[src/rtl/quad_step_decoder.sv]
// ---------------------------------------------------------------------------
// quad_step_decoder
//
// Purpose:
//   Turns the raw A/B pins of a 2-channel quadrature encoder into a one-cycle
//   step pulse plus a direction level for the up/down count stage
//   (step -> ped, up -> uphdnl). Each channel is synchronised and,
//   optionally, debounced. The accepted {A,B} pair is then checked against
//   the Gray sequence.
//
//   Up sequence   : 00 -> 10 -> 11 -> 01 -> 00
//   Down sequence : 00 -> 01 -> 11 -> 10 -> 00
//   Both bits changing in one cycle is illegal. It gives an err pulse.
//
// Parameters:
//   DB_WIDTH  width of each per-channel debounce counter
//   DB_LIMIT  consecutive stable clk cycles before a new level is accepted
//             (1 <= DB_LIMIT < 2**DB_WIDTH)
//   X4_MODE   0 = one step per full detent cycle (on entry to 00)
//             1 = one step on every legal edge
//
// Configuration macro:
//   DEBOUNCE_EN  defined   -> per-channel debounce counters present.
//                              Latency from pin to step is DB_LIMIT+3 edges.
//                undefined -> the synchronised value is accepted directly.
//                              Latency is 3 edges. DB_WIDTH and DB_LIMIT have
//                              no effect.
//
// Ports:
//   clk   in   system clock, rising edge
//   rst   in   asynchronous, active-high reset
//   a_in  in   raw encoder channel A (asynchronous to clk)
//   b_in  in   raw encoder channel B (asynchronous to clk)
//   step  out  one-cycle pulse per decoded step
//   up    out  direction of the last step (1 = A leads B), holds between steps
//   err   out  one-cycle pulse on an illegal transition (A and B both changed)
//
// Debug:
//   The decoder FSM register is the signal 'state' (ST_INIT / ST_TRACK).
//   Checkers can bind to it.
// ---------------------------------------------------------------------------
module quad_step_decoder #(
  parameter int DB_WIDTH = 16,
  parameter int DB_LIMIT = 50000,
  parameter int X4_MODE  = 0
) (
  input  logic clk,
  input  logic rst,
  input  logic a_in,
  input  logic b_in,
  output logic step,
  output logic up,
  output logic err
);

  typedef enum logic {
    ST_INIT  = 1'b0,
    ST_TRACK = 1'b1
  } state_t;

  state_t state;
  state_t state_nxt;

  // -------------------------------------------------------------------------
  // Two-flop synchronisers. Bit 0 is the metastability flop and bit 1 is the
  // synchronised value. Nothing downstream looks at bit 0.
  // -------------------------------------------------------------------------
  logic [1:0] a_sync;
  logic [1:0] b_sync;
  logic       a_s;
  logic       b_s;

  always_ff @(posedge clk or posedge rst) begin
    if (rst) begin
      a_sync <= 2'b00;
      b_sync <= 2'b00;
    end else begin
      a_sync <= {a_sync[0], a_in};
      b_sync <= {b_sync[0], b_in};
    end
  end

  assign a_s = a_sync[1];
  assign b_s = b_sync[1];

  // -------------------------------------------------------------------------
  // Pipeline-primed flag. The synchronised value only reflects the pins from
  // the second edge after reset. Before that it is the reset 0. INIT must not
  // lock onto that value, or an encoder resting at 11 would report a false
  // error as soon as the real level arrives.
  // -------------------------------------------------------------------------
  logic [1:0] prime_sr;
  logic       primed;

  always_ff @(posedge clk or posedge rst) begin
    if (rst) begin
      prime_sr <= 2'b00;
    end else begin
      prime_sr <= {prime_sr[0], 1'b1};
    end
  end

  assign primed = prime_sr[1];

  // -------------------------------------------------------------------------
  // Accepted levels and INIT-exit condition
  // -------------------------------------------------------------------------
  logic a_acc;
  logic b_acc;
  logic init_done;

`ifdef DEBOUNCE_EN
  localparam logic [DB_WIDTH-1:0] DB_LAST = DB_WIDTH'(DB_LIMIT - 1);

  logic [DB_WIDTH-1:0] a_cnt;
  logic [DB_WIDTH-1:0] b_cnt;
  logic [DB_WIDTH-1:0] stab_cnt;
  logic                stable;

  // Per-channel debounce. The counter runs only while synced != accepted and
  // clears when they agree. It also clears when a new level is taken. So it
  // never passes DB_LAST and needs no explicit saturation.
  always_ff @(posedge clk or posedge rst) begin
    if (rst) begin
      a_cnt <= '0;
      a_acc <= 1'b0;
    end else if (a_s == a_acc) begin
      a_cnt <= '0;
    end else if (a_cnt == DB_LAST) begin
      a_acc <= a_s;
      a_cnt <= '0;
    end else begin
      a_cnt <= a_cnt + 1'b1;
    end
  end

  always_ff @(posedge clk or posedge rst) begin
    if (rst) begin
      b_cnt <= '0;
      b_acc <= 1'b0;
    end else if (b_s == b_acc) begin
      b_cnt <= '0;
    end else if (b_cnt == DB_LAST) begin
      b_acc <= b_s;
      b_cnt <= '0;
    end else begin
      b_cnt <= b_cnt + 1'b1;
    end
  end

  // Both channels agree with their accepted level. This holds only once the
  // synchroniser carries real pin samples.
  assign stable = primed && (a_s == a_acc) && (b_s == b_acc);

  // Counts consecutive stable cycles while in INIT. Any disagreement
  // restarts the count.
  always_ff @(posedge clk or posedge rst) begin
    if (rst) begin
      stab_cnt <= '0;
    end else if (state != ST_INIT || !stable) begin
      stab_cnt <= '0;
    end else if (stab_cnt != DB_LAST) begin
      stab_cnt <= stab_cnt + 1'b1;
    end
  end

  // Exit on the DB_LIMIT-th consecutive stable cycle.
  assign init_done = stable && (stab_cnt == DB_LAST);
`else
  // No filtering. The synchronised value is the accepted value. INIT leaves
  // on the first cycle the synchroniser holds a real sample.
  logic unused_db_params;

  assign a_acc            = a_s;
  assign b_acc            = b_s;
  assign init_done        = primed;
  assign unused_db_params = ^{DB_WIDTH[0], DB_LIMIT[0]};
`endif

  // -------------------------------------------------------------------------
  // Gray-sequence tracker
  // -------------------------------------------------------------------------
  logic [1:0] cur_ab;
  logic [1:0] prev_ab;
  logic [1:0] prev_nxt;
  logic [1:0] diff_ab;
  logic       dir_up;
  logic       step_nxt;
  logic       err_nxt;
  logic       up_nxt;

  assign cur_ab  = {a_acc, b_acc};
  assign diff_ab = cur_ab ^ prev_ab;

  // For a single-bit change, the move is "up" exactly when the new A differs
  // from the old B. This covers 00->10, 10->11, 11->01 and 01->00.
  assign dir_up = prev_ab[0] ^ cur_ab[1];

  always_comb begin
    state_nxt = state;
    prev_nxt  = prev_ab;
    step_nxt  = 1'b0;
    err_nxt   = 1'b0;
    up_nxt    = up;
    case (state)
      ST_INIT: begin
        // Take the resting position as the reference. Emit no step or err.
        if (init_done) begin
          prev_nxt  = cur_ab;
          state_nxt = ST_TRACK;
        end
      end
      ST_TRACK: begin
        prev_nxt = cur_ab;
        if (diff_ab == 2'b11) begin
          err_nxt = 1'b1;
        end else if (diff_ab != 2'b00) begin
          // In X1 mode, only the edge that lands on 00 completes a detent.
          if (X4_MODE != 0 || cur_ab == 2'b00) begin
            step_nxt = 1'b1;
            up_nxt   = dir_up;
          end
        end
      end
      default: begin
        state_nxt = ST_INIT;
      end
    endcase
  end

  always_ff @(posedge clk or posedge rst) begin
    if (rst) begin
      state   <= ST_INIT;
      prev_ab <= 2'b00;
      step    <= 1'b0;
      err     <= 1'b0;
      up      <= 1'b1;
    end else begin
      state   <= state_nxt;
      prev_ab <= prev_nxt;
      step    <= step_nxt;
      err     <= err_nxt;
      up      <= up_nxt;
    end
  end

endmodule

[config.mk]
export PLATFORM = sky130hd
export DESIGN_NAME = quad_step_decoder
export DESIGN_NICKNAME = d
export VERILOG_FILES = /design/src/rtl/quad_step_decoder.sv
export SDC_FILE = /design/constraint.sdc
export NUM_CORES = 1
export LEC_CHECK = 0
export CORE_AREA = 4 4 41 43
export CTS_CLUSTER_SIZE = 40
export DETAILED_ROUTE_END_ITERATION = 7
export DIE_AREA = 0 0 45 47
export PLACE_DENSITY = 0.57
export SKIP_CTS_REPAIR_TIMING = 1
export SYNTH_ARGS = -nofsm -noshare
export SYNTH_HDL_FRONTEND = slang
export SYNTH_SLANG_ARGS = --single-unit
[constraint.sdc]
create_clock -name clk -period 1.1 [get_ports clk]
set_input_delay 0.22 -clock clk [delete_from_list [all_inputs] [get_ports clk]]
set_output_delay 0.22 -clock clk [all_outputs]
set_load 0.02 [all_outputs]
# Word level (Yosys, flattened, before mapping)
# Index checks and enable logic that the tools add are counted.
[word_totals]
regBits = 12
elab_cells = 27
[op_classes]
eq_ne = 2
n_mux = 10
bitwise = 4
n_reduce_logical = 3
[op_table]
columns = ["op", "n"]
rows = [
  ["1-bit 2-to-1 mux", 8],
  ["2-bit one-hot mux with 2 select lines", 1],
  ["4-bit AND reduction", 1],
  ["2-bit == test (second input constant)", 1],
  ["2-bit logical NOT", 1],
  ["2-bit 2-to-1 mux", 1],
  ["2-bit inequality test (second input constant)", 1],
  ["1-bit inverter", 2],
  ["2-bit nonzero test", 1],
  ["2-bit bitwise XOR", 1],
  ["1-bit bitwise XOR", 1],
]

# Depth between registers and ports, before layout
[depth]
word_depth = 5
mapped_depth = 3

# Worst setup path before layout
# OpenSTA, ideal clock, no wires.
[synth_path]
path_type = "register -> register"
from = "reg a_sync[1]"
to = "reg up"
arrival_time_ps = 952
t_required_ps = 1016
slack_ps = 65
path_stages_with_launch = 4
path_buffers = 0
period_less_slack_ps = 1035
path_cell_list = "dfrtp_1 or3b_1 o21ai_1 a21oi_1"
[synth_via]
elab_chain_len = 4
[synth_lines]
columns = ["element", "line", "text"]
rows = [
  ["from (decl)", "68", "logic [1:0] a_sync;"],
  ["from (signal assigned)", "78", "a_sync <= {a_sync[0], a_in};"],
  ["2-bit bitwise XOR", "193", "assign diff_ab = cur_ab ^ prev_ab;"],
  ["2-bit == test", "215", "if (diff_ab == 2'b11) begin"],
  ["1-bit inverter (no line)", "n/a", ""],
  ["4-bit AND reduction (no line)", "n/a", ""],
  ["to (signal assigned)", "243", "up <= up_nxt;"],
  ["to (decl)", "52", "output logic up,"],
]
# Parallel ways exist; a longest one is shown, timed or not.
# A chain may end at the register's enable or synchronous reset.

# Final worst setup path
[layout_path]
from = "reg up"
to = "out up"
# No word-level cell between the ends.

==> qor.csv <==
metric,value,unit
dpl-instance-area,523,um2
yosysTopAreaCell,dfrtp_1,
start_util,31.3,%
htreeDepth,1,
clockBufferDepth,2,
rows,13,
post-place-cells,54,
grt_pass1_vias,267,
via_per_inst,4.38,
tns,-0.0419,ns
cp_cell_sequence,buf_6,
synth-seq-area-share,74.2,%
hold_class,primary input to asynchronous set/reset pin,
rsz0062_at_grt,true,
leakage,0.284,nW
synthFlopType,dfrtp_1,
vdd_drop_max,0.000761,V
die_h,47,um
crit_buf_inv,1,
cp.arrival,0.92,ns
crit_path_end_kind,primary output,
core,1300,um2
dr.pass1.iters,1,
path_clk_slew,0.08,ns
drv_slew,0,
synth.top_cell.area_share,67.7,%
ys_types,13,
path_class,flip-flop to primary output,
insertion_delay,0.27,ns
drc_errors,0,
synth_edf_count,0,
p_per_area,1580,nW/um2
timing.fmax,0.876,GHz
async_flop_share,100,%
final_cell_area,578,um2
drive_gt1_share,39.5,%
status,"complete, but fails checks",
critPathMaxStageDelay,0.54,ns
clock-sinks,12,
min_period,1.14,ns
drt-initial-drc-count,0,
fp.dieW,45,um
fin_skew,0.00913,ns
setup-violations-final,1,
area_growth,42.2,%
diodes,0,
hold_viol,0,
fin_ws,-0.0419,ns
syn_area,407,um2
violations,negative setup slack,
wire_per_inst,10.1,um
syn_avg_cell_area,14.5,um2
gr-total-overflow,0,
fin_crit_sh,104,%
cp-start-kind,flip-flop,
slowest_stage,dfstp_2,
io_buffers,6,
grt.total_usage,7.30,%
grt_pass1_wl,1060,um
synth_most_common_cell,dfrtp_1,
antenna_found_initial,0,
pre_cts_slack,-0.220,ns
synth_warnings,0,
postSynthCellCount,28,
globalplace.congestion,0.705,
io_pins,7,
maxCapViolations,0,
dieArea,2120,um2
synth_area_leaders,"dfrtp_1 (68%), dfstp_2 (6.5%), mux2_2 (5.5%)",
syn_nets,32,
place_hpwl,435,um
worstPathRequired,0.88,ns
root_buffer,clkbuf_4,
finalNonFillerCells,58,
routed_wl,587,um
crit_family,flip-flops,
cts_buffers,3,
num_vias,254,
grt_max_degree,8,
synth-seq-cells,12,
total_power,0.911,mW
ant_nets,0,
cts_tree,done,
nNetsFinal,48,
worstPathMaxFanout,2,
[placed cells by master (no fill, tap or decap)]
cell type        synthesis  layout
buf_6                    0       1
clkbuf_8                 0       1
nor2_2                   0       1
dfrtp_1                 11      11
nor3b_1                  1       1
dlymetal6s2s_1           0       2
and3_1                   1       1
mux2_2                   2       2
o21ai_2                  0       1
clkdlybuf4s50_1          0       3
buf_4                    0       5
clkbuf_4                 0       3
conb_1                   1       1
a21oi_2                  0       1
or3b_4                   0       1
inv_1                    2       2
nor2_1                   2       1
dfstp_2                  1       1
xnor2_1                  1       1
xor2_1                   2       2
a21oi_1                  2       1
[flip-flops by register name (all words and copies together) (netlist names)]
register  count
b_sync        2
step          1
a_sync        2
state         1
prime_sr      2
up            1
prev_ab       2
err           1
[through the flow]
step           hold WS [ns]  util (%)
6_report              0.220      44.4
5_1_grt               0.214      44.4
4_1_cts               0.212      43.0
3_5_place_dp          0.339      40.2
3_3_place_gp          0.335      40.2
2_1_floorplan        0.0840         -
[area by class of cell]
class / count / area (um2)
repair buffers: 11 / 104
inverters: 2 / 7.51
flip-flops and latches: 12 / 302
clock buffers: 4 / 36.3
multi-input cells: 14 / 110
fillers: 138 / 723
well taps: 15 / 18.8
[where the power goes]
part	switching, mW	total [mW]	internal (mW)
Clock	0.139	0.340	0.201
Sequential	0.0129	0.479	0.466
Combinational	0.0400	0.0922	0.0522
Total	0.192	0.911	0.719
[layer usage]
layer	GRT usage [%]	vias up	part of all wire, %
li1	-	121	-
met2	11.9	7	55
met5	0	-	0
met3	2.30	0	8.9
met1	7.38	126	36
met4	7.02	0	0
[cell families after synthesis]
kind of cell / synth area share, %
multiplexers: 5.54
flip-flops: 74.2
other: 0.922
XOR/XNOR: 6.46
AND/OR/NAND/NOR: 7.39
buffers and inverters: 1.85
AO/OA/AOI/OAI: 3.69
[path summary, 6_finish.rpt]
kind                                   from  cells after the start           to  slack, ns
worst max-delay path                     up                      1           up      -0.04
worst min-delay path                    rst                      3    a_sync[0]       0.22
worst max register to register    b_sync[1]                      3           up       0.02
worst min register to register  prime_sr[0]                      0  prime_sr[1]       0.35
max in group asynchronous               rst                      3           up       0.68
min in group clk                prime_sr[0]                      0  prime_sr[1]       0.35
(Power assumes the default switching activity.)
